===== src/rtl/ethernet_rx_drain_master.sv =====
// RX drain master: reads frame size and words over MMIO,
// streams them out valid/ready, then acks the controller.
module ethernet_rx_drain_master #(
  parameter int          data_width_p      = 32,
  parameter logic [13:0] rx_size_addr_p    = 14'h0,
  parameter logic [13:0] rx_data_base_p    = 14'h1000,
  parameter logic [13:0] rx_ack_addr_p     = 14'h4,
  parameter int          max_frame_bytes_p = 1522,
  localparam int b_lp    = data_width_p / 8,
  localparam int lg_b_lp = $clog2(b_lp),
  localparam int op_w_lp = $clog2(lg_b_lp + 1),
  localparam int lb_w_lp = lg_b_lp + 1
) (
  input  logic                    clk_i,
  input  logic                    reset_n_i,
  input  logic                    enable_i,
  output logic [13:0]             addr_o,
  output logic                    write_en_o,
  output logic                    read_en_o,
  output logic [op_w_lp-1:0]      op_size_o,
  output logic [data_width_p-1:0] write_data_o,
  input  logic [data_width_p-1:0] read_data_i,
  input  logic                    rx_interrupt_pending_i,
  output logic [data_width_p-1:0] data_o,
  output logic                    v_o,
  input  logic                    ready_i,
  output logic                    last_o,
  output logic [lb_w_lp-1:0]      last_bytes_o,
  output logic                    drop_o,
  output logic                    busy_o
);

  typedef enum logic [2:0] {
    IDLE, RD_SIZE, CAP_SIZE, RD_DATA,
    CAP_DATA, STREAM, ACK, HOLD
  } state_e;

  state_e state_q, state_d;

  logic [15:0]             size_q;
  logic [15:0]             words_q;
  logic [15:0]             idx_q;
  logic                    hold_q;
  logic [data_width_p-1:0] data_q;

  logic [15:0]        size_in;
  logic               size_bad;
  logic               is_last;
  logic [lg_b_lp-1:0] rem;
  logic [13:0]        data_addr;

  assign size_in   = read_data_i[15:0];
  assign size_bad  = (size_in == 16'd0)
                  || (32'(size_in) > max_frame_bytes_p);
  assign is_last   = (idx_q == words_q - 16'd1);
  assign rem       = size_q[lg_b_lp-1:0];
  assign data_addr = rx_data_base_p + 14'(idx_q * b_lp);

  assign op_size_o    = op_w_lp'(lg_b_lp);
  assign busy_o       = (state_q != IDLE);
  assign data_o       = data_q;
  assign v_o          = (state_q == STREAM);
  assign last_o       = v_o & is_last;
  assign last_bytes_o = !v_o ? '0
                      : (is_last && rem != '0) ? {1'b0, rem}
                      : lb_w_lp'(b_lp);

  // next-state and MMIO strobe decode
  always_comb begin
    state_d      = state_q;
    read_en_o    = 1'b0;
    write_en_o   = 1'b0;
    addr_o       = '0;
    write_data_o = '0;
    drop_o       = 1'b0;
    unique case (state_q)
      IDLE: begin
        if (enable_i && rx_interrupt_pending_i)
          state_d = RD_SIZE;
      end
      RD_SIZE: begin
        read_en_o = 1'b1;
        addr_o    = rx_size_addr_p;
        state_d   = CAP_SIZE;
      end
      CAP_SIZE: begin
        if (size_bad) begin
          drop_o  = 1'b1;
          state_d = ACK;
        end else begin
          state_d = RD_DATA;
        end
      end
      RD_DATA: begin
        read_en_o = 1'b1;
        addr_o    = data_addr;
        state_d   = CAP_DATA;
      end
      CAP_DATA: state_d = STREAM;
      STREAM: begin
        if (ready_i)
          state_d = is_last ? ACK : RD_DATA;
      end
      ACK: begin
        write_en_o   = 1'b1;
        addr_o       = rx_ack_addr_p;
        write_data_o = data_width_p'(1);
        state_d      = HOLD;
      end
      HOLD: begin
        if (hold_q)
          state_d = IDLE;
      end
      default: state_d = IDLE;
    endcase
  end

  // state, frame counters and captured stream word
  always_ff @(posedge clk_i or negedge reset_n_i) begin
    if (!reset_n_i) begin
      state_q <= IDLE;
      size_q  <= '0;
      words_q <= '0;
      idx_q   <= '0;
      hold_q  <= 1'b0;
      data_q  <= '0;
    end else begin
      state_q <= state_d;
      unique case (state_q)
        CAP_SIZE: begin
          size_q  <= size_in;
          words_q <= 16'((17'(size_in) + 17'(b_lp - 1)) >> lg_b_lp);
          idx_q   <= '0;
        end
        CAP_DATA: data_q <= read_data_i;
        STREAM: begin
          if (ready_i && !is_last)
            idx_q <= idx_q + 16'd1;
        end
        ACK:  hold_q <= 1'b0;
        HOLD: hold_q <= 1'b1;
        default: ;
      endcase
    end
  end

endmodule


===== config.mk =====
export PLATFORM = sky130hd
export DESIGN_NAME = ethernet_rx_drain_master
export DESIGN_NICKNAME = d
export VERILOG_FILES = /design/src/rtl/ethernet_rx_drain_master.sv
export SDC_FILE = /design/constraint.sdc
export NUM_CORES = 1
export LEC_CHECK = 0
export ABC_AREA = 1
export CAP_MARGIN = 20
export CORE_MARGIN = 4
export CORE_UTILIZATION = 30
export CTS_CLUSTER_DIAMETER = 150
export CTS_CLUSTER_SIZE = 28
export DETAILED_ROUTE_END_ITERATION = 8
export PLACE_DENSITY_LB_ADDON = 0.2
export SETUP_SLACK_MARGIN = 0.15
export SLEW_MARGIN = 5
export SYNTH_ARGS = -nofsm -noshare
export SYNTH_HDL_FRONTEND = slang
export SYNTH_SLANG_ARGS = --single-unit

===== constraint.sdc =====
create_clock -name clk_i -period 4.2 [get_ports clk_i]
set_input_delay 1.05 -clock clk_i [delete_from_list [all_inputs] [get_ports clk_i]]
set_output_delay 1.05 -clock clk_i [all_outputs]
set_load 0.005 [all_outputs]

==> flow_summary_export.csv, run 1 <==
group,metric,value,unit
timing,hold_viol,0,
worst_hold_path,hp-start,"hold_q",
cells_and_area,drive_above_1_share,9.70,%
synth,ys_top_cells_by_area,"dfrtp_1 (38%), nand2_1 (11%), nor2_1 (6.3%)",
timing,slew_headroom,64.8,%
worst_hold_path,hold_depth,2,
pwr,p_seq_share,31.6,%
timing,layout_min_cycle_time,3.90,ns
timing,tns,0,ns
run_status,outcome,"complete, no violations",
setup_path,start_kind,"input port",
timing,fmaxAchievable,257,MHz
synth,synthFlopType,"dfrtp_1",
setup_path,worstPathArrival,2.85,ns
clock_tree,insertion_delay,0.33,ns
floorplan,start_util,31.1,%
setup_path,end_kind,"output pin",
synth,netlist_area,4560,sq um
drt,drtIter0Drc,197,
pwr,power_density,619,nW/um^2
setup_path,reg2regPathDepth,13,
timing,rsz0062_at_grt,"false",
grt,grt_first_pass_wirelength,21.3,mm
pwr,comb_power_share,47.5,%
timing,report.final.slew_viol_count,0,
floorplan,rows,44,
placed_design,gp_congestion,0.857,
cells_and_area,areaGrowthSynthToFinish,27.6,%
floorplan,die-width,131,um
synth,ys.warnings.count,0,
timing,fin_crit_sh,92.8,%
cells_and_area,fin_nets,746,
drt,via_per_inst,4.58,
placed_design,hpwl,9.83,mm
synth,synth_area_per_cell,7.39,sq um
flow_run,cap_violations,0,
synth,netlist.area_leader.share,37.8,%
drt,vias,4099,
drt,wire_per_inst,14.1,um
timing,setup_ws,0.302,ns
pwr,switchingPower,1.39,mW
drt,drt_pass1_iterations,4,
floorplan,ios,126,
clock_tree,root_buffer,"clkbuf_16",
setup_path,critical_path_peak_fanout,5,
clock_tree,htreeDepth,3,
pwr,p_int,2.21,mW
synth,synth_cell_types,43,
pwr,peakVddDrop,0.327,mV
grt,grt_pass1_vias,4327,
clock_tree,clk_pin_slew,0.05,ns
worst_hold_path,hold_path_class,"flop to flop",
synth,synth_edf_count,0,
synth,synth_top_cell_by_area,"dfrtp_1",
floorplan,dieHeight,131,um
setup_path,critical_path_class,"input port to output pin",
synth,postSynth.asyncResetShare,100,%
setup_path,startpoint,"read_data_i[4]",
synth,syn_inst,618,
grt,antenna_found_initial,0,
floorplan,die_area,17300,sq um
drt,ant_nets,0,
clock_tree,cts_setup_buffers,0,
clock_tree,numCtsBuffers,9,
placed_design,port_buffers,90,
timing,clock_skew,0.00472,ns
cells_and_area,antennaDiodeCount,0,
floorplan,core-area,14700,sq um
synth,synth-seq-cells,69,
pwr,leakagePower,2.71,nW
grt,grt.total_usage,14.9,%
grt,overflow,0,
pwr,clock_power_share,20.8,%
clock_tree,cts.path.max_buffers,2,
setup_path,critical_path_required,3.15,ns
grt,grt_max_degree,49,
synth,yosysSeqAreaShare,37.8,%
timing,worst_slew_pin_slew,0.527,ns
clock_tree,cts.sinks,69,
placed_design,dpl_worst_slack,0.278,ns
timing,setup_violations,0,
clock_tree,cts_tree,"done",
pwr,sw_frac_of_total,38.6,%
setup_path,r2r_start,"words_q[0]",
drt,finalWirelength,12.7,mm
drt,drc_errors,0,
kinds of logic after synthesis:
| kind of cell | Yosys count | synth area share [%] |
|---|---|---|
| other cells | 2 | 0.165 |
| buf+inv | 125 | 13.6 |
| flops | 69 | 37.8 |
| xor+xnor | 28 | 5.54 |
| fa+ha+maj | 3 | 0.822 |
| compound gates | 51 | 6.06 |
| simple gates | 324 | 32.1 |
| mux | 16 | 3.95 |
area by class of cell:
class	instances	area (sq um)
Fill cell	1541	8880
Multi-Input combinational cell	457	2360
Sequential cell	69	1730
Timing Repair Buffer	97	948
Inverter	72	270
Clock buffer	15	258
Tap cell	184	230
Clock inverter	1	30.0
path summary, 6_finish.rpt:
| path | to | slack (ns) |
|---|---|---|
| min reg2reg | hold_q | 0.49 |
| max | drop_o | 0.30 |
| max reg2reg | idx_q[0] | 1.98 |
| max in group asynchronous | data_o[17] | 2.70 |
| min in group asynchronous | words_q[1] | 0.70 |
| min | hold_q | 0.49 |
placed cells by master, fill, tap and decap left out, types with 7 or more instances in the layout:
| master | instances |
|---|---|
| o21ai_0 | 34 |
| nand2_2 | 13 |
| xor2_1 | 20 |
| nand4_1 | 10 |
| nand3_1 | 56 |
| clkbuf_16 | 9 |
| clkdlybuf4s50_1 | 89 |
| buf_4 | 7 |
| nor2_1 | 76 |
| conb_1 | 35 |
| mux2_2 | 16 |
| inv_1 | 66 |
| dfrtp_1 | 69 |
| nor3_1 | 7 |
| xnor2_1 | 7 |
| nand2_1 | 138 |
power groups by stage:
stage	registers [mW]	clock network [mW]	logic [mW]
2_1_floorplan	1.11	0	1.04
3_3_place_gp	1.14	0	1.71
3_5_place_dp	1.15	0	1.72
4_1_cts	1.14	0.768	1.73
5_1_grt	1.18	0.810	1.94
6_report	1.14	0.750	1.71
metrics by stage:
step	hold slack, ns	utilization, %	area, sq um	total power [mW]	cells
floorplan	0.454	-	4690	2.16	651
global placement	0.469	37.5	5520	2.85	879
detailed placement	0.481	37.5	5520	2.86	879
CTS	0.497	39.5	5810	3.64	895
global route	0.507	39.6	5820	3.93	895
finish	0.493	39.6	5820	3.60	895
cell usage after synthesis (3+ instances only):
cell type and count:
clkbuf_1 12, nor4_1 5, nand3_1 56, nand2_1 138, buf_4 37, nor2_2 5
xor2_1 20, mux2_2 16, xnor2_1 7, o21ai_0 34, inv_1 67, nor2_1 76
nor3_1 8, dfrtp_1 69, ha_1 3, nand4_1 10, nand2_2 13, inv_2 3
a21oi_1 5
registers in the layout (all words and copies together) (netlist names):
name	cells
state_q	3
words_q	15
hold_q	1
data_o	32
size_q	2
idx_q	16
critical path, stage by stage:
cell and delay, ns:
clkdlybuf4s50_1 0.54, inv_1 0.10, nor3_2 0.23, a31oi_1 0.11, nand3_1 0.14, nand2_1 0.08
inv_1 0.08, clkdlybuf4s50_1 0.52
per-layer routing:
layer / global-route usage [%] / vias to the layer above / part of all wire [%] / wire length [um]
met2: 24.9 / 124 / 46 / 5860
met5: 0 / - / 0 / 0
met4: 5.54 / 0 / 2.0 / 255
li1: - / 2068 / - / -
met3: 4.47 / 22 / 7.7 / 978
met1: 18.1 / 1885 / 44 / 5560
what timing repair did:
| item | CTS | global route |
|---|---|---|
| gates resized for setup | 0 | 4 |
| endpoints found under the setup margin | 0 | 5 |
| hold buffers | 0 | 0 |
Note: power is estimated with default switching activity, not from simulation.
==> inputs of run 2 (changes only) <==
==> constraint.sdc (replaced) <==
create_clock -name clk_i -period 4.1 [get_ports clk_i]
set_input_delay 1.025 -clock clk_i [delete_from_list [all_inputs] [get_ports clk_i]]
set_output_delay 1.025 -clock clk_i [all_outputs]
set_load 0.005 [all_outputs]
==> run 2 against run 1 <==
Against the previous run:
- setup slack gained 0.13 ns
- worst hold slack gained 0.00096 ns
- sequential share of layout area shrank 0.076 points
- combinational power grew 3%
- power grew 1.5%
- final area grew 0.26%
- global-route usage grew 0.20 points
- flip-flop and latch count is the same
- clock-buffer cell count shrank 5
- die area is the same
- critical path type is now flop to output pin
==> flow_summary_export.csv, run 2 (same netlist as run 1, synthesis figures left out) <==
group,metric,value,unit
floorplan,ios,126,
placed_design,hpwl,9.78,mm
pwr,p_int,2.20,mW
clock_tree,numCtsBuffers,9,
clock_tree,cts.path.max_buffers,2,
setup_path,critical_path_required,3.07,ns
clock_tree,cts_tree,"done",
grt,overflow,0,
clock_tree,cts_hold_buf,0,
cells_and_area,layout_common_cells,"nand2_1 (138), clkdlybuf4s50_1 (87), nor2_1 (75)",
placed_design,port_buffers,90,
setup_path,worstPathArrival,2.64,ns
clock_tree,cts_setup_buffers,0,
timing,report.final.slew_viol_count,0,
setup_path,startpoint,"words_q[0]",
pwr,switchingPower,1.46,mW
pwr,sw_frac_of_total,39.8,%
timing,tns,0,ns
drt,drc_errors,0,
timing,slew_headroom,51.8,%
setup_path,endpoint,"last_bytes_o[0]",
drt,wire_per_inst,14.3,um
drt,via_per_inst,4.62,
drt,drt_pass1_iterations,4,
floorplan,rows,44,
timing,fin_crit_sh,89.4,%
clock_tree,root_buffer,"clkbuf_16",
cells_and_area,final_common_cell,"nand2_1",
setup_path,cp_slowest_cell,"clkdlybuf4s50_1",
drt,finalWirelength,12.8,mm
clock_tree,clk_pin_slew,0.06,ns
grt,grt.total_usage,15.1,%
pwr,totalPowerFinal,3.66,mW
setup_path,reg2regPathDepth,13,
cells_and_area,antennaDiodeCount,0,
run_status,outcome,"complete, no violations",
timing,fmaxAchievable,273,MHz
grt,grt_max_degree,49,
floorplan,core-area,14700,sq um
timing,worst_slew_pin_slew,0.722,ns
grt,grt_pass1_vias,4239,
floorplan,dieHeight,131,um
setup_path,crit_buf_inv,2,
clock_tree,insertion_delay,0.33,ns
worst_hold_path,hold_path_class,"flop to flop",
setup_path,critical_path.max_stage_delay,0.53,ns
cells_and_area,fin_nets,746,
setup_path,crit_cells,13,
clock_tree,htreeDepth,3,
pwr,comb_power_share,48.2,%
cells_and_area,fin_area,5840,sq um
setup_path,critical_path_peak_fanout,7,
pwr,peakVddDrop,0.292,mV
timing,hold_viol,0,
floorplan,die_area,17300,sq um
timing,setup_violations,0,
pwr,clock_power_share,19.8,%
timing,setup_ws,0.434,ns
setup_path,critical_path_class,"flop to output pin",
timing,clock_skew,0.00523,ns
cells_and_area,largest_register_ffs,32,
setup_path,cp_cell_sequence,"inv_2 > ha_4 > nand2_4 > nor2_2 > nand3_1 > nand2_1 > nand3_1 > nor2_1 > nand2_1 > nor2_2 > nand3_2 > nor2_1 > clkdlybuf4s50_1",
drt,vias,4138,
setup_path,end_kind,"output pin",
timing,layout_min_cycle_time,3.67,ns
grt,antenna_found_initial,0,
clock_tree,cts.sinks,69,
setup_path,start_kind,"flop",
floorplan,die-width,131,um
cells_and_area,drive_above_1_share,11.0,%
setup_path,reg2reg_to,"idx_q[4]",
pwr,p_seq_share,32.0,%
placed_design,dpl_worst_slack,0.213,ns
timing,rsz0062_at_grt,"false",
flow_run,cap_violations,0,
timing,hold-worst-slack,0.494,ns
setup_path,critPathTopFamily,"simple AND/OR/NAND/NOR gates",
cells_and_area,areaGrowthSynthToFinish,27.9,%
setup_path,rrSetupSlack,1.89,ns
drt,ant_nets,0,
pwr,power_density,627,nW/um^2
pwr,leakagePower,2.73,nW
placed_design,placed_area,5520,sq um
floorplan,start_util,31.1,%
setup_path,r2r_start,"words_q[0]",
drt,drtIter0Drc,241,
placed_design,gp_congestion,0.842,
grt,grt_first_pass_wirelength,21.4,mm
==> run 2: cell types whose count changed in the layout (fill, tap and decap cells not counted), sizes merged <==
cell	delta
clkinv	+4
clkbuf	-5
bufinv	-1
clkdlybuf4s50	-2
dlymetal6s2s	+2
clkinvlp	+2
==> run 2: power by group through the flow <==
| stage | Sequential (mW) | Clock [mW] | Combinational [mW] |
|---|---|---|---|
| 5_1_grt | 1.21 | 0.779 | 1.99 |
| 6_report | 1.17 | 0.724 | 1.76 |
| 3_5_place_dp | 1.18 | 0 | 1.75 |
| 3_3_place_gp | 1.17 | 0 | 1.75 |
| 4_1_cts | 1.17 | 0.748 | 1.77 |
| 2_1_floorplan | 1.14 | 0 | 1.07 |
==> run 2: layout make-up <==
class,instances,area [sq um]
clock buffers,10,239
fillers,1515,8860
clock inverters,6,38.8
inverters,72,270
well taps,184,230
flip-flops and latches,69,1730
multi-input cells,457,2380
repair buffers,97,953
==> run 2: per-layer routing <==
layer  vias up  GRT usage (%)  part of all wire (%)
met4         0           4.43                  0.99
met5         -              0                     0
met3        10           5.08                   7.8
met2       132           25.1                    47
met1      1928           18.6                    44
li1       2068              -                     -
==> run 2: through the flow <==
stage	instances	utilization, %
finish	895	39.7
CTS	895	39.4
detailed placement	879	37.5
floorplan	651	-
global route	895	39.7
global placement	879	37.5
==> run 2: worst min path at each step <==
stage / start / to / slack [ns] / cells past startpoint
floorplan: hold_q / hold_q / 0.45 / 2
global placement: data_o[1] / data_o[1] / 0.46 / 2
detailed placement: data_o[0] / data_o[0] / 0.48 / 2
CTS: data_o[13] / data_o[13] / 0.50 / 2
global route: data_o[9] / data_o[9] / 0.52 / 2
finish: data_o[1] / data_o[1] / 0.49 / 2
==> run 2: worst register-to-register path: stages (launching register included) <==
cell     delay [ns]
dfrtp_1        0.39
inv_2          0.13
ha_4           0.20
nand2_4        0.09
nor2_8         0.15
nand3_1        0.08
nand2_1        0.10
nand3_1        0.07
nor2_1         0.13
nand3_2        0.14
nand3_4        0.21
nand2_4        0.21
nand2_1        0.12
nand2_1        0.05
==> run 2: what timing repair did <==
action / 4_1_cts / 5_1_grt
endpoints found under the hold margin: 0 / 0
resized for setup: 1 / 9
gates cloned: 0 / 0
endpoints found under the setup margin: 2 / 5
